[src/rtl/pow_pkg.sv]
// Shared types, default widths and a reference evaluator for the sequential
// signed exponentiation unit.
package pow_pkg;

   localparam int unsigned POW_WIDTH  = 8;
   localparam int unsigned POW_EWIDTH = 8;

   typedef enum logic [1:0] {
      IDLE,
      RUN,
      DONE
   } pow_state_t;

   typedef struct packed {
      logic                 undef;
      logic [POW_WIDTH-1:0] y;
   } pow_res_t;

   // Plain repeated-multiplication evaluator at the default widths.
   function automatic pow_res_t pow_ref(input logic [POW_WIDTH-1:0]  base,
                                        input logic [POW_EWIDTH-1:0] exp,
                                        input logic                  exp_signed);
      pow_res_t             r;
      logic [POW_WIDTH-1:0] acc;
      r.undef = 1'b0;
      acc     = POW_WIDTH'(1);
      if (exp_signed && exp[POW_EWIDTH-1]) begin
         if (base == POW_WIDTH'(1)) begin
            acc = POW_WIDTH'(1);
         end else if (base == '1) begin
            acc = exp[0] ? '1 : POW_WIDTH'(1);
         end else begin
            acc     = '0;
            r.undef = (base == '0);
         end
      end else begin
         for (int i = 0; i < int'(exp); i++) begin
            acc = POW_WIDTH'(acc * base);
         end
      end
      r.y = acc;
      return r;
   endfunction

endpackage

[src/rtl/pow_special.sv]
// Detects zero and negative exponents and produces their fixed results
// without iterating.
module pow_special
   import pow_pkg::*;
#(
   parameter int unsigned WIDTH  = POW_WIDTH,
   parameter int unsigned EWIDTH = POW_EWIDTH
) (
   input  logic [WIDTH-1:0]  base_i,
   input  logic [EWIDTH-1:0] exp_i,
   input  logic              exp_signed_i,
   output logic              is_special_c,
   output logic [WIDTH-1:0]  y_c,
   output logic              y_undef_c
);

   logic neg_exp;
   logic zero_exp;

   assign neg_exp  = exp_signed_i & exp_i[EWIDTH-1];
   assign zero_exp = (exp_i == '0);

   always_comb begin
      is_special_c = neg_exp | zero_exp;
      y_c          = '0;
      y_undef_c    = 1'b0;
      if (zero_exp) begin
         y_c = WIDTH'(1);
      end else if (neg_exp) begin
         // Only +1 and -1 have a non-zero integer reciprocal power.
         if (base_i == WIDTH'(1)) begin
            y_c = WIDTH'(1);
         end else if (base_i == '1) begin
            y_c = exp_i[0] ? '1 : WIDTH'(1);
         end else if (base_i == '0) begin
            y_undef_c = 1'b1;
         end
      end
   end

endmodule

[src/rtl/pow_seq.sv]
// Sequential signed integer exponentiation y = base ** exp (modulo 2^WIDTH),
// LSB-first square-and-multiply with valid/ready on both sides.
module pow_seq
   import pow_pkg::*;
#(
   parameter int unsigned WIDTH  = POW_WIDTH,
   parameter int unsigned EWIDTH = POW_EWIDTH
) (
   input  logic              clk,
   input  logic              rst_n,
   input  logic              in_valid,
   output logic              in_ready,
   input  logic [WIDTH-1:0]  base,
   input  logic [EWIDTH-1:0] exp,
   input  logic              exp_signed,
   output logic              out_valid,
   input  logic              out_ready,
   output logic [WIDTH-1:0]  y,
   output logic              y_undef
);

   pow_state_t        state_q;
   logic [WIDTH-1:0]  acc_q;
   logic [WIDTH-1:0]  b_q;
   logic [EWIDTH-1:0] e_q;
   logic              in_ready_q;
   logic              out_valid_q;
   logic [WIDTH-1:0]  y_q;
   logic              y_undef_q;

   logic              sp_is_c;
   logic [WIDTH-1:0]  sp_y_c;
   logic              sp_undef_c;

   logic [WIDTH-1:0]  step_acc;
   logic [WIDTH-1:0]  step_b;
   logic [EWIDTH-1:0] step_e;
   logic [WIDTH-1:0]  acc_d;
   logic [WIDTH-1:0]  b_d;
   logic [EWIDTH-1:0] e_d;

   pow_special #(
      .WIDTH  (WIDTH),
      .EWIDTH (EWIDTH)
   ) u_special (
      .base_i       (base),
      .exp_i        (exp),
      .exp_signed_i (exp_signed),
      .is_special_c (sp_is_c),
      .y_c          (sp_y_c),
      .y_undef_c    (sp_undef_c)
   );

   // One square-and-multiply step. In IDLE it starts from (1, base, exp), so
   // the first exponent bit is consumed on the accept edge and latency is L.
   always_comb begin
      step_acc = acc_q;
      step_b   = b_q;
      step_e   = e_q;
      if (state_q == IDLE) begin
         step_acc = WIDTH'(1);
         step_b   = base;
         step_e   = exp;
      end
      acc_d = step_e[0] ? WIDTH'(step_acc * step_b) : step_acc;
      b_d   = WIDTH'(step_b * step_b);
      e_d   = step_e >> 1;
   end

   always_ff @(posedge clk or negedge rst_n) begin
      if (!rst_n) begin
         state_q     <= IDLE;
         acc_q       <= '0;
         b_q         <= '0;
         e_q         <= '0;
         in_ready_q  <= 1'b1;
         out_valid_q <= 1'b0;
         y_q         <= '0;
         y_undef_q   <= 1'b0;
      end else begin
         case (state_q)
            IDLE: begin
               if (in_valid && in_ready_q) begin
                  in_ready_q <= 1'b0;
                  if (sp_is_c) begin
                     y_q         <= sp_y_c;
                     y_undef_q   <= sp_undef_c;
                     out_valid_q <= 1'b1;
                     state_q     <= DONE;
                  end else begin
                     acc_q     <= acc_d;
                     b_q       <= b_d;
                     e_q       <= e_d;
                     y_undef_q <= 1'b0;
                     if (e_d == '0) begin
                        y_q         <= acc_d;
                        out_valid_q <= 1'b1;
                        state_q     <= DONE;
                     end else begin
                        state_q <= RUN;
                     end
                  end
               end
            end
            RUN: begin
               acc_q <= acc_d;
               b_q   <= b_d;
               e_q   <= e_d;
               if (e_d == '0) begin
                  y_q         <= acc_d;
                  out_valid_q <= 1'b1;
                  state_q     <= DONE;
               end
            end
            DONE: begin
               if (out_ready) begin
                  out_valid_q <= 1'b0;
                  in_ready_q  <= 1'b1;
                  state_q     <= IDLE;
               end
            end
            default: begin
               state_q    <= IDLE;
               in_ready_q <= 1'b1;
            end
         endcase
      end
   end

   assign in_ready  = in_ready_q;
   assign out_valid = out_valid_q;
   assign y         = y_q;
   assign y_undef   = y_undef_q;

endmodule

[config.mk]
export PLATFORM = sky130hd
export DESIGN_NAME = pow_seq
export DESIGN_NICKNAME = d
export VERILOG_FILES = /design/src/rtl/pow_pkg.sv /design/src/rtl/pow_special.sv /design/src/rtl/pow_seq.sv
export SDC_FILE = /design/constraint.sdc
export NUM_CORES = 1
export LEC_CHECK = 0
export ABC_AREA = 0
export CAP_MARGIN = 25
export CORE_ASPECT_RATIO = 0.7
export CORE_MARGIN = 1.5
export CORE_UTILIZATION = 55
export DETAILED_ROUTE_END_ITERATION = 8
export MAX_ROUTING_LAYER = met4
export PLACE_DENSITY = 0.79
export SLEW_MARGIN = 40
export SYNTH_ARGS = -nofsm -noshare
export SYNTH_HDL_FRONTEND = slang
export SYNTH_SLANG_ARGS = --single-unit
[constraint.sdc]
create_clock -name clk -period 7.6 [get_ports clk]
set_clock_uncertainty 0.1 [all_clocks]
set_input_delay 1.52 -clock clk [delete_from_list [all_inputs] [get_ports clk]]
set_output_delay 1.52 -clock clk [all_outputs]
set_load 0.01 [all_outputs]
### Yosys cells after proc, flatten, opt, wreduce, memory -nomap -nowiden

Index checks and enable logic that the tools add are counted.

* latch bits: 0
* bits of input ports: 21
* RAM bits: 0
* output and inout port bits: 11
* bits in registers: 37
* memories: 0
* memory bits (read-only): 0

* equal/unequal tests: 8
* bitwise operators: 3
* muxes and demuxes: 42
* $lt $le $gt $ge: 0
* add/subtract/negate cells: 0
* shifts and indexed selects: 0
* reduce and logical (&&, ||, !) cells: 13
* div/mod/pow operators: 0
* multiply operators: 2

Operator list (number)
* 8-bit two-way mux: 18
* 8-bit one-hot mux with 2 select lines: 4
* 8-bit zero test: 3
* 8-bit by 8-bit multiplier with 8-bit output: 2
* 1-bit two-way mux: 12
* 3-bit AND reduction: 4
* 2-bit two-way mux: 5
* 8-bit by 1-bit equality test with 1-bit output (second input constant): 1
* 8-bit equality test (second input constant): 1
* 2-bit != test (second input constant): 3
* 1-bit one-hot mux with 3 select lines: 2
* 2-bit one-hot mux with 3 select lines: 1
* 2-bit AND reduction: 2
* 3-bit nonzero test: 1
* 2-bit by 1-bit equality test with 1-bit output (second input constant): 1
* 2-bit equality test (second input constant): 1
* 2-bit zero test: 1
* 2-bit by 1-bit != test with 1-bit output (second input constant): 1
* 2-bit nonzero test: 1
* 1-bit AND: 1
* 1-bit logical AND: 1
* 1-bit inverter: 1
* 1-bit OR: 1

### Depth between registers and ports, before layout

Gate-level depths: netlist of the first run.

* depth after elaboration: 8
* depth in mapped cells: 23
* gate-level depth less buffers: 20

### By module

Synthesis of the first run repeated with hierarchy kept, for this count alone.

* cell total of the unflattened synthesis: 414
* area total of the unflattened synthesis: 3425.8 um^2

By module, submodules not included
* pow_seq: cells each 394, instances 1, area each 3289.4 um^2, seq. area each 877.1 um^2
* pow_special: cells each 20, instances 1, area each 136.4 um^2, seq. area each 0.0 um^2

### Least setup slack after synthesis of the first run

No wires, ideal clock.

* path kind: register to register
* start point: reg state_q[0]
* end point: reg y_q[7] (netlist: y[7])
* buffers on the path: 4
* library setup time: 0.129 ns
* setup slack: 2.260 ns
* cell stages (with the launch flop): 22
* arrival time: 5.111 ns
* cell sequence: dfrtp_1 -> inv_1 -> ha_1 -> clkbuf_1 -> clkbuf_1 -> clkbuf_1 -> clkbuf_1 -> a22oi_1 -> fa_1 -> inv_1 -> fa_1 -> ha_1 -> inv_1 -> fa_1 -> inv_1 -> ha_1 -> a21o_1 -> a21oi_1 -> xnor2_1 -> xnor3_1 -> a221oi_1 -> a21oi_1

* longest elaborated chain between the ends: 8
* elaborated cells between the ends (all ways): 15

RTL lines
* from (decl): RTL line pow_seq.sv:22 `pow_state_t state_q;`
* from (signal assigned): RTL line pow_seq.sv:72 `state_q <= IDLE;`
* from (signal assigned): RTL line pow_seq.sv:89 `state_q <= DONE;`
* from (signal assigned): RTL line pow_seq.sv:98 `state_q <= DONE;`
* 2-bit zero test: RTL line pow_seq.sv:60, pow_seq.sv:81
* 8-bit two-way mux: RTL line pow_seq.sv:60 `if (state_q == IDLE) begin`
* 8-bit by 8-bit multiplier with 8-bit output: RTL line pow_seq.sv:65 `acc_d = step_e[0] ? WIDTH'(step_acc * step_b) : step_acc;`
* 8-bit two-way mux: RTL line pow_seq.sv:65
* 8-bit two-way mux: RTL line pow_seq.sv:95, pow_seq.sv:109
* 8-bit two-way mux: RTL line pow_seq.sv:85 `if (sp_is_c) begin`
* 8-bit two-way mux: RTL line pow_seq.sv:83 `if (in_valid && in_ready_q) begin`
* 8-bit one-hot mux with 2 select lines: RTL line pow_seq.sv:81 `case (state_q)`
* to (signal assigned): RTL line pow_seq.sv:86 `y_q <= sp_y_c;`
* to (decl): RTL line pow_seq.sv:28 `logic [WIDTH-1:0] y_q;`

Parallel ways exist; a longest one is shown, timed or not. The select of a mux whose other input is x is not followed.
A chain may end at the register's enable or synchronous reset.

### Final worst setup path of the first run

* start point: in base[3]
* end point: reg y_q[7] (netlist: y[7])

* longest elaborated chain between the ends: 8
* elaborated cells between the ends (all ways): 13

RTL lines
* from (decl): RTL line pow_seq.sv:13 `input logic [WIDTH-1:0] base,`
* branches (longest 7 deep; another with 8-bit by 8-bit multiplier with 8-bit output)
* 8-bit one-hot mux with 2 select lines *: RTL line pow_seq.sv:81

Mark *: on every way between the ends. The select of a mux whose other input is x is not followed.

==> results by stage, run 1 <==
Clocking:
- Clock latency on the worst-skew pair, taken at its later pin, is roughly 0.28 ns.
- TritonCTS built the clock tree.
- The number of buffers created by CTS is 5.
- The tree built by TritonCTS fans out to 35 sinks.
- In this run the number of H-tree levels came out at 2.
- Clock-pin slew was measured on the worst setup and hold paths at about 0.070 ns.
- Gates resized during post-CTS repair numbered 0.
- The buffers inserted during post-CTS setup optimization is 0.
- The cts-stage hold buffer count is 0.
- The maximum clock path buffer count is 2.
- The tree is rooted in a sky130_fd_sc_hd__clkbuf_8.

Power:
- The power per cell area is 509 nW/um^2.
- The share of total power dissipated in the clock network is 0.076.
- VDD sags by at most 330 uV.
- The proportion of power drawn by flip-flops and latches is 0.182.
- Of the total power, the share spent switching nets is 0.474.
- The analysis attributes to net switching a power of roughly 930 uW.
- In this run the static leakage power is between 0.0015 and 0.002 uW.
- The internal power of the cells totals slightly above 1000 uW.
- Of the total power, combinational logic draws 0.741.

Yosys:
- The post-synthesis area per instance is between 8 and 9 sq um.
- sky130_fd_sc_hd__dfrtp_1 takes more of the synthesized area than any other cell.
- The number of enable-type register cells in the synthesized netlist is 0.
- In this run the cell area of the synthesized design comes to roughly 3400 sq um.
- Sorting the synthesized cells by area gives the leading types as sky130_fd_sc_hd__dfrtp_1 (25%), sky130_fd_sc_hd__fa_1 (13%), sky130_fd_sc_hd__ha_1 (12%).
- The netlist uses between 40 and 50 different library cells.
- The primary flip-flop cell chosen by synthesis mapping is sky130_fd_sc_hd__dfrtp_1.
- Counting every instance in the synthesized netlist gives around 370.
- The synthesized flop and latch total is 35.
- For this run, asynchronously set or reset flops after synthesis account for 1.00.
- The number of warnings issued by yosys is 0.
- The part of the Yosys area used for sequential elements is 0.262.
- The area share of the largest cell type after synthesis is 0.254.

Timing:
- Setup violations remaining at the end of the flow were counted as 0.
- Setup repair after global routing left no endpoint under its margin.
- Summed over all failing endpoints, the final setup total negative slack is 0 ns.
- Headroom to the max-slew limit came out at 0.486.
- The post-route worst hold slack is about 0.38 ns.
- The max-slew violation count is 0.
- The maximum operating frequency is 0.178 GHz.
- The number of endpoints with negative hold slack in the final report was 0.
- The final period utilization is 0.739.
- Counting I/O delays and the setup requirement, the final critical path takes 5.62 ns.
- The slew at the pin closest to its max-slew limit is around 0.77 ns.

Floorplanning:
- The die covers between 6000 and 7000 sq um.
- For this configuration, the core starts out at a cell density of 0.577.
- The placeable core region is 5810 sq um.
- 32 I/O pins were placed.
- The number of cell rows is 23.
- The height of the die is slightly below 70 microns.
- The floorplan step set the die width to 96.3 microns.

Critical path:
- Of all nets on the critical path, the largest fanout is 4.
- The worst setup path is of the primary input to register kind.
- The register-to-register path setup slack is 2.21 ns.
- The startpoint of the lowest-slack register-to-register path is state_q[0].
- The required time of the worst setup path is 7.67 ns.
- STA classifies the critical path endpoint as a register.
- The number of cells on the worst reg-to-reg path is 17.
- The worst register-to-register path ends at y[7].
- The data arrival at the endpoint of the critical path is between 5 and 6 ns.
- STA classifies the critical path startpoint as a primary input.

Final layout:
- The net count of the finished layout is 480.
- Of the cells placed in the final design, the portion with a size suffix greater than 1 is 0.0539.
- Compared with the post-synthesis result, the final layout area differs by 14.9%.
- The number of antenna diodes in the final layout is 0.

Outcome:
- The flow ran to the end, and the final reports show no timing, DRC or antenna violations.

GRT:
- The number of antenna violations at the first check in global routing is 0.
- The first global-routing pass estimated about 12,000 microns of wire.
- The total global routing track utilization is 0.254.
- The number of global-route vias before repair is approximately 2,500.
- After global routing the overflow that remains totals 0.
- Entering global routing, the biggest net connects 36 pins.

Detailed routing:
- The via total after detailed routing is ~2,600.
- The wire length per cell is between 15 and 20 microns.
- The detailed-routing iteration count for the pre-antenna-repair pass is 4.
- The via density per instance is around 5.5.
- The number of DRC violations after detailed routing is 0.
- Wires add up to 7280 microns.
- The detail route stage leaves a number of antenna-violating nets equal to 0.
- The initial DRC count is between 200 and 250.

Placement:
- The number of buffers inserted by port buffering is 31.
- The congestion estimate from routability-driven global placement came to 0.855.
- The wire-length estimate of the detail-placed layout is around 5800 microns.

Worst hold path:
- The worst hold path cell count is 2.
- The worst min-delay path category is register to register.
- The capture endpoint of the worst hold path is y[3].
- The worst hold path begins at y[3].

Run:
- The number of violations of the max-capacitance limit is 0.
critical path, cell delays in order:
cell and delay (ns):
sky130_fd_sc_hd__clkdlybuf4s50_1 0.47, sky130_fd_sc_hd__a21oi_1 0.35, sky130_fd_sc_hd__nor2_1 0.13, sky130_fd_sc_hd__ha_1 0.22, sky130_fd_sc_hd__fa_1 0.47, sky130_fd_sc_hd__ha_1 0.28, sky130_fd_sc_hd__inv_1 0.05, sky130_fd_sc_hd__fa_1 0.52
sky130_fd_sc_hd__fa_1 0.47, sky130_fd_sc_hd__inv_1 0.07, sky130_fd_sc_hd__a21o_1 0.10, sky130_fd_sc_hd__a21oi_1 0.07, sky130_fd_sc_hd__xnor2_1 0.18, sky130_fd_sc_hd__xnor3_1 0.38, sky130_fd_sc_hd__a221oi_1 0.29, sky130_fd_sc_hd__a21oi_1 0.10
per-stage QoR:
step / setup WS, ns / std cells / util / instance area (sq um) / total power (uW)
finish: 1.98 / 483 / 0.663 / 3850 / 1960
global placement: 1.74 / 475 / 0.646 / 3750 / 1760
floorplan: 2.26 / 378 / - / 3370 / 1500
global route: 1.74 / 483 / 0.663 / 3850 / 2180
detailed placement: 1.71 / 475 / 0.646 / 3750 / 1820
CTS: 2.01 / 483 / 0.663 / 3850 / 1980
Yosys cell counts, drive strengths merged (3+ instances only):
cell    number
mux2i       10
nor2b        5
nand3        4
o41ai        3
a22oi        3
nor3         3
clkbuf       8
nand2       44
inv         51
buf          4
a21o         4
and2        12
nor2        25
dfrtp       34
o21ai       18
a21oi       29
mux2        13
fa          21
and3         4
xnor2       19
ha          31
final cells by class:
cell class	count	area, sq um
Clock buffer	8	100
Fill cell	486	1960
Inverter	51	191
Multi-Input combinational cell	280	2260
Sequential cell	35	877
Tap cell	75	93.8
Timing Repair Buffer	34	333
state kept, by name (all words and copies together), names as in the netlist:
| name | cells |
|---|---|
| acc_q | 8 |
| y | 8 |
| b_q | 7 |
| e_q | 7 |
| state_q | 2 |
| in_ready | 1 |
| out_valid | 1 |
| y_undef | 1 |
layer usage:
layer | vias to the layer above | part of all wire | GRT usage | routed length, microns
met5 | - | 0 | - | 0
met1 | 1261 | 0.48 | 0.354 | 3470
li1 | 1298 | - | - | -
met2 | 76 | 0.46 | 0.394 | 3380
met4 | 0 | 0.0040 | 0.0399 | 29
met3 | 7 | 0.055 | 0.0478 | 403
power by group through the flow:
stage	combinational [uW]	clock [uW]	sequential, uW
2_1_floorplan	1180	0	324
3_3_place_gp	1410	0	353
3_5_place_dp	1460	0	358
4_1_cts	1470	152	355
5_1_grt	1650	160	369
6_report	1450	149	357
kinds of logic after synthesis:
kind of cell	Yosys count	share of synthesized area
AO/OA/AOI/OAI	72	0.143
other	2	0.00224
adder cells (fa/ha/maj)	52	0.241
buffers and inverters	63	0.0717
XOR/XNOR	22	0.0616
multiplexers	23	0.0735
AND/OR/NAND/NOR	104	0.145
flip-flops	35	0.262
placed cells by master, fill, tap and decap left out, types with 5 or more instances in the layout:
master / instances
sky130_fd_sc_hd__dfrtp_1: 34
sky130_fd_sc_hd__conb_1: 7
sky130_fd_sc_hd__mux2i_1: 10
sky130_fd_sc_hd__and2_1: 12
sky130_fd_sc_hd__nand2_1: 44
sky130_fd_sc_hd__xnor2_1: 19
sky130_fd_sc_hd__clkbuf_8: 7
sky130_fd_sc_hd__nor2b_1: 5
sky130_fd_sc_hd__o21ai_0: 10
sky130_fd_sc_hd__ha_1: 31
sky130_fd_sc_hd__o21ai_1: 7
sky130_fd_sc_hd__inv_1: 50
sky130_fd_sc_hd__mux2_1: 12
sky130_fd_sc_hd__clkdlybuf4s50_1: 31
sky130_fd_sc_hd__a21oi_1: 29
sky130_fd_sc_hd__nor2_1: 25
sky130_fd_sc_hd__fa_1: 21
how the worst max path moves through the flow:
stage               start    to  slack, ns
2_1_floorplan  state_q[0]  y[7]       2.26
3_3_place_gp      base[4]  y[7]       1.74
3_5_place_dp      base[4]  y[7]       1.71
4_1_cts           base[4]  y[7]       2.01
5_1_grt           base[3]  y[7]       1.74
6_report          base[3]  y[7]       1.98
No activity file was read; power rests on OpenSTA's default activity.
==> inputs of run 2 (changes only) <==
- clock period: 7.6 -> 5.6 ns (I/O delays scaled with it)
==> run 2 against run 1 <==
Effect of this change:
- setup slack got worse by 1.5 ns
- combinational power increased by 37%
- highest routed layer unchanged
- design area rose by 1.1%
- largest cell class unchanged
==> results by stage, run 2 (synthesis gave the netlist of run 1 again) <==
Outcome:
- Outcome: finished clean (unchanged).

Timing:
- The slew at the pin closest to its max-slew limit is 0.566 ns (was 0.771 ns).
- The tightest slew margin relative to the limit is 0.622 (was 0.486).
- In the finished design, the share of the clock period the worst path needs comes to 0.912.
- The aggregate negative setup slack is 0 ns (unchanged).
- For this run, the top clock speed supported by timing is 0.196 GHz.
- The total of endpoints with negative setup slack in the final report is 0 (unchanged).
- Unrepaired setup endpoints after global routing: no (unchanged).
- The post-route minimum period is between 5 and 6 ns.
- The number of endpoints with negative hold slack in the final report came to 0 (unchanged).
- The max-slew violation count was 0 (unchanged).

Detailed routing:
- The via total after detailed routing was 2,668 (was 2,642).
- The via density per instance is 5.47 (about the same).
- The detailed-route wire length is 7150 microns (was 7280 microns).
- The initial DRC count is 161 (was 201).
- The final antenna-violating net count is 0 (unchanged).
- The number of DRC violations after detailed routing is 0 (unchanged).
- The detailed-routing iteration count for the pre-antenna-repair pass is 4 (unchanged).
- The wire length per cell is 14.7 microns (was 15.1 microns).

Run:
- The number of violations of the max-capacitance limit is 0 (unchanged).

GRT:
- The global-route wire length before repair was 12,100 microns (unchanged).
- The pin count of the biggest net entering global routing came to 36 (unchanged).
- The number of global-route vias before repair is 2,583 (was 2,541).
- The total global routing track utilization is 0.249 (was 0.254).
- The number of antenna violations at the first check in global routing came to 0 (unchanged).
- The remaining global-route overflow is 0 (unchanged).

Final layout:
- The final-layout fill cell count is 499 (was 486).
- The core utilization of the finished layout is 0.670 (was 0.663).
- The fraction of layout instances using a drive strength above 1 is 0.0678 (was 0.0539).
- The number of antenna cells inserted is 0 (unchanged).
- The most frequent standard cell in the layout excluding fill and tap cells is sky130_fd_sc_hd__inv_1 (unchanged).
- The net count of the finished layout came to 485 (was 480).
- The growth of design area from synthesis to finish is 16.2% (was 14.9%).
- Commonest cells after routing, fill and taps aside: sky130_fd_sc_hd__inv_1 (50), sky130_fd_sc_hd__nand2_1 (44), sky130_fd_sc_hd__dfrtp_1 (34) (unchanged).

Critical path:
- The required time of the worst setup path is 5.67 ns (was 7.67 ns).
- The number of cells on the worst reg-to-reg path was 17 (unchanged).
- The peak fanout along the critical path is 5 (was 4).
- The data arrival at the endpoint of the critical path was 5.18 ns (was 5.69 ns).
- The type of element capturing the critical path is a register (unchanged).
- The register-to-register path setup slack is 0.49 ns (was 2.21 ns).
- The critical path class is register to register (was primary input to register).
- The type of origin of the critical path is a register (was primary input).

Floorplanning:
- The number of top-level design ports is 32 (unchanged).
- The placeable core region was 5810 sq um (unchanged).
- The die outline area is 6580 sq um (unchanged).
- The number of cell rows is 23 (unchanged).
- The die boundary width is 96.3 microns (unchanged).
- The initial core utilization is 0.577 (unchanged).
- The height of the die is 68.3 microns (unchanged).

Clocking:
- The total of cells resized after clock tree synthesis was 0 (unchanged).
- The clock latency of the later-clocked register in the worst-skew pair is 0.29 ns (was 0.28 ns).
- The number of buffers created by CTS came to 5 (unchanged).
- The cts-stage hold buffer count is 0 (unchanged).
- The buffers inserted during post-CTS setup optimization came to 0 (unchanged).
- The clock sink count was 35 (unchanged).
- The CTS tree was done (unchanged).
- The CTS root buffer is sky130_fd_sc_hd__clkbuf_8 (unchanged).
- The maximum clock path buffer count came to 2 (unchanged).
- The clock-pin slew of the registers on the worst-case setup and hold paths is 0.07 ns (about the same).
- The level count of the clock H-tree is 2 (unchanged).

Worst hold path:
- The worst min-delay path category is register to register (unchanged).
- The worst hold path cell count is 2 (unchanged).

Power:
- The peak supply drop was 614 uV (was 330 uV).
- The power per cell area is 689 nW/um^2 (was 509 nW/um^2).
- The total power of the final layout was 2680 uW (was 1960 uW).
- The leakage component of the power is 0.00189 uW (was 0.00187 uW).

Placement:
- The number of buffers inserted by port buffering is 31 (unchanged).
- The weighted congestion reported at the end of routability-driven placement came to 0.867 (was 0.855).
- The detailed placement HPWL is 5860 microns (was 5750 microns).
-- run 2: path summary, 6_finish.rpt --
path / from / end
worst min register to register: y[5] / y[5]
worst max-delay path: state_q[0] / y[7]
min in group asynchronous: rst_n / acc_q[5]
max in group asynchronous: rst_n / in_ready
worst min-delay path: y[5] / y[5]
worst max register to register: state_q[0] / y[7]
-- run 2: routing by layer --
layer / share of wire / vias up / track usage
met2: 0.46 / 51 / 0.390
met1: 0.49 / 1302 / 0.350
met5: 0 / - / -
met3: 0.040 / 7 / 0.0411
met4: 0.0050 / 0 / 0.0344
li1: - / 1308 / -
-- run 2: power by group --
part / switching (uW) / total, uW / internal [uW]
sequential: 123 / 485 / 362
combinational: 1060 / 1990 / 932
clock: 91.7 / 204 / 112
-- run 2: final cells by class --
class	instances	area, sq um	area share
inverter	51	191	0.0492
clock buffer	7	96.3	0.0247
sequential	35	877	0.225
multi-input combinational	280	2260	0.580
timing repair buffer	39	370	0.0951
clock inverter	1	7.51	0.00193
tap	75	93.8	0.0241
-- run 2: per-stage QoR --
| step | instance area, sq um | cells | hold slack (ns) | worst slack, ns |
|---|---|---|---|---|
| after floorplan | 3370 | 378 | 0.358 | 0.260 |
| after global placement | 3790 | 480 | 0.370 | 0.270 |
| after detailed placement | 3790 | 480 | 0.380 | 0.219 |
| after CTS | 3890 | 488 | 0.396 | 0.507 |
| after global routing | 3890 | 488 | 0.411 | 0.255 |
| final | 3890 | 488 | 0.389 | 0.492 |
-- run 2: worst max-delay path: stages (launching register included) --
cell,delay [ns]
sky130_fd_sc_hd__dfrtp_1,0.41
sky130_fd_sc_hd__inv_1,0.08
sky130_fd_sc_hd__ha_1,0.28
sky130_fd_sc_hd__nor2b_1,0.37
sky130_fd_sc_hd__nand2_1,0.15
sky130_fd_sc_hd__fa_1,0.47
sky130_fd_sc_hd__fa_1,0.55
sky130_fd_sc_hd__inv_1,0.05
sky130_fd_sc_hd__fa_1,0.48
sky130_fd_sc_hd__inv_1,0.06
sky130_fd_sc_hd__fa_1,0.52
sky130_fd_sc_hd__inv_1,0.04
sky130_fd_sc_hd__ha_1,0.31
sky130_fd_sc_hd__a21oi_1,0.17
sky130_fd_sc_hd__xnor2_1,0.16
sky130_fd_sc_hd__xnor3_1,0.38
sky130_fd_sc_hd__a221oi_1,0.30
sky130_fd_sc_hd__a21oi_1,0.10
==> inputs of run 3 (changes only) <==
- ABC_CLOCK_PERIOD_IN_PS: default -> 5600
- CTS_BUF_LIST: default -> sky130_fd_sc_hd__clkbuf_16
==> run 3 against run 2 <==
Effect of this change:
- critical path depth stayed put
- fmax hardly changed
- power is 2.2% higher
- global-route usage is 0.35 points higher
- utilization is 0.62 points higher
- critical path type unchanged
- largest cell class unchanged
==> results by stage, run 3 (synthesis gave the netlist of run 1 again) <==
Detailed routing:
- The final antenna-violating net count is 0 (unchanged).
- The detailed-route wire length is 7260 microns (was 7150 microns).
- The via total after detailed routing is 2,700 (was 2,668).
- The detailed route wirelength on metal2 is 3480 microns (was 3300 microns).
- The highest routed metal layer is met4 (unchanged).
- The via density per instance is 5.53 (was 5.47).
- The detailed-routing iteration count for the pre-antenna-repair pass came to 4 (unchanged).
- The wire length per cell is 14.9 microns (was 14.7 microns).
- The initial DRC count is 153 (was 161).
- The number of DRC violations after detailed routing is 0 (unchanged).
- The total routed wire length on the met1 layer was 3410 microns (was 3530 microns).
- The length of routed met3 wiring is 350 microns (was 288 microns).

Critical path:
- The buffer and inverter count on the worst path was 4 (unchanged).
- The end of the worst register-to-register path is y[7] (unchanged).
- The required time of the worst setup path is 5.65 ns (was 5.67 ns).
- The launch point of the worst path is state_q[0] (unchanged).
- The category of cells accounting for the largest share of critical-path delay is adder cells (unchanged).
- The critical path class is register to register (unchanged).
- The count of cell instances traversed by the critical path is 17 (unchanged).
- The peak fanout along the critical path was 5 (unchanged).
- The type of origin of the critical path is a register (unchanged).
- The startpoint of the lowest-slack register-to-register path is state_q[0] (unchanged).
- The data arrival at the endpoint of the critical path came to 5.16 ns (was 5.18 ns).
- The register-to-register path setup slack is 0.50 ns (was 0.49 ns).
- The cell with the biggest individual delay on the critical path is sky130_fd_sc_hd__fa_1 (unchanged).
- Cell-by-cell trace of the critical path: inv_1, ha_1, nor2b_1, nand2_1, fa_1, fa_1, inv_1, fa_1, inv_1, fa_1, inv_1, ha_1, a21oi_1, xnor2_1, xnor3_1, a221oi_1, a21oi_1 (unchanged).
- The number of cells on the worst reg-to-reg path is 17 (unchanged).
- The longest individual stage delay on the worst path came to 0.55 ns (about the same).
- The end point of the critical path is y[7] (unchanged).
- The type of element capturing the critical path is a register (unchanged).

Clocking:
- The CTS tree is done (unchanged).
- The clock sink count was 35 (unchanged).
- The clock latency of the later-clocked register in the worst-skew pair is 0.27 ns (was 0.29 ns).
- The level count of the clock H-tree is 2 (unchanged).
- The total of cells resized after clock tree synthesis is 0 (unchanged).
- The clock-pin slew of the registers on the worst-case setup and hold paths is 0.06 ns (was 0.07 ns).
- The CTS root buffer is sky130_fd_sc_hd__clkbuf_16 (was sky130_fd_sc_hd__clkbuf_8).
- The number of buffers created by CTS is 5 (unchanged).
- The cts-stage hold buffer count was 0 (unchanged).
- The buffers inserted during post-CTS setup optimization was 0 (unchanged).
- The maximum clock path buffer count is 2 (unchanged).

Worst hold path:
- The worst min-delay path category is register to register (unchanged).
- The worst hold path cell count is 2 (unchanged).
- The hold path startpoint is y[4] (was y[5]).

Power:
- The power per cell area was 697 nW/um^2 (was 689 nW/um^2).
- The switching share of total power is 0.469 (was 0.476).
- The clock share of power is 0.096 (was 0.076).
- The switching component of the power is 1280 uW (about the same).
- The proportion of power drawn by flip-flops and latches is 0.177 (was 0.181).
- The combinational share of power is 0.727 (was 0.743).
- The leakage component of the power is 0.00190 uW (was 0.00189 uW).
- The total internal power came to 1460 uW (was 1410 uW).
- The peak supply drop is 614 uV (about the same).

Placement:
- The number of buffers inserted by port buffering is 31 (unchanged).
- The weighted congestion reported at the end of routability-driven placement came to 0.867 (unchanged).
- The instance area after placement was 3790 sq um (unchanged).
- The cell count after placement was 480 (unchanged).
- The post-place setup slack is 0.219 ns (unchanged).
- The detailed placement HPWL is 5860 microns (unchanged).

GRT:
- The remaining global-route overflow was 0 (unchanged).
- The number of antenna violations at the first check in global routing is 0 (unchanged).
- The pin count of the biggest net entering global routing was 36 (unchanged).
- The total global routing track utilization is 0.252 (was 0.249).
- The number of global-route vias before repair is 2,604 (was 2,583).
- The global-route wire length before repair came to 12,300 microns (was 12,100 microns).

Floorplanning:
- The placeable core region is 5810 sq um (unchanged).
- The number of cell rows is 23 (unchanged).
- The number of top-level design ports is 32 (unchanged).
- The die boundary width was 96.3 microns (unchanged).
- The die outline area came to 6580 sq um (unchanged).
- The initial core utilization came to 0.577 (unchanged).
- The height of the die is 68.3 microns (unchanged).

Final layout:
- The most frequent standard cell in the layout excluding fill and tap cells is sky130_fd_sc_hd__inv_1 (unchanged).
- Commonest cells after routing, fill and taps aside: sky130_fd_sc_hd__inv_1 (50), sky130_fd_sc_hd__nand2_1 (44), sky130_fd_sc_hd__dfrtp_1 (34) (unchanged).
- The fraction of layout instances using a drive strength above 1 is 0.0630 (was 0.0678).
- The summed area of non-filler cells in the final layout is 3930 sq um (was 3890 sq um).
- The growth of design area from synthesis to finish is 17.2% (was 16.2%).
- The number of antenna cells inserted is 0 (unchanged).
- The final-layout fill cell count is 493 (was 499).
- The final non-filler cell total is 488 (unchanged).
- The net count of the finished layout was 485 (unchanged).

Timing:
- The final setup slack of the worst path is 0.496 ns (was 0.492 ns).
- The total of endpoints with negative setup slack in the final report is 0 (unchanged).
- Unrepaired setup endpoints after global routing: no (unchanged).
- The slew at the pin closest to its max-slew limit is 0.590 ns (was 0.566 ns).
- The maximum operating frequency is 0.196 GHz (about the same).
- The max-slew violation count came to 0 (unchanged).
- The aggregate negative setup slack is 0 ns (unchanged).
- The number of endpoints with negative hold slack in the final report is 0 (unchanged).
- The post-route minimum period is 5.10 ns (was 5.11 ns).
- The final period utilization is 0.911 (was 0.912).
- The tightest slew margin relative to the limit is 0.606 (was 0.622).

Run:
- The number of violations of the max-capacitance limit is 0 (unchanged).

Outcome:
- Outcome: finished clean (unchanged).
[run 3: how the worst min path moves through the flow]
stage | end | slack, ns
global placement | y[5] | 0.37
finish | y[4] | 0.38
CTS | y[4] | 0.39
detailed placement | y[4] | 0.38
floorplan | b_q[7] | 0.36
global route | b_q[7] | 0.42
[run 3: tightest hold or removal path, cell delays in order (launching register included)]
cell and delay (ns):
sky130_fd_sc_hd__dfrtp_1 0.34, sky130_fd_sc_hd__nand2_1 0.05, sky130_fd_sc_hd__o21ai_1 0.06
[run 3: cell type report]
cell class | count | area [sq um] | share of cell area
clock buffer | 5 | 125 | 0.0318
inverter | 51 | 191 | 0.0487
tap | 75 | 93.8 | 0.0239
sequential | 35 | 877 | 0.223
clock inverter | 3 | 15.0 | 0.00382
timing repair buffer | 39 | 370 | 0.0942
multi-input combinational | 280 | 2260 | 0.574
[run 3: through the flow]
step                      hold WS, ns  power, uW  utilization
after floorplan                 0.358       2040            -
after global placement          0.370       2400        0.652
after detailed placement        0.380       2480        0.652
after CTS                       0.391       2760        0.676
after global routing            0.417       3070        0.676
final                           0.384       2740        0.676
[run 3: power by group through the flow]
| stage | Sequential [uW] | Clock (uW) | Combinational, uW |
|---|---|---|---|
| 6_report | 486 | 263 | 1990 |
| 5_1_grt | 500 | 277 | 2290 |
| 3_3_place_gp | 481 | 0 | 1920 |
| 3_5_place_dp | 486 | 0 | 1990 |
| 4_1_cts | 482 | 263 | 2010 |
| 2_1_floorplan | 440 | 0 | 1600 |
[run 3: metal layers]
metal,up-vias,global-route usage
li1,1307,-
met1,1324,0.350
met2,65,0.404
met3,4,0.0433
met4,0,0.0272
met5,-,-
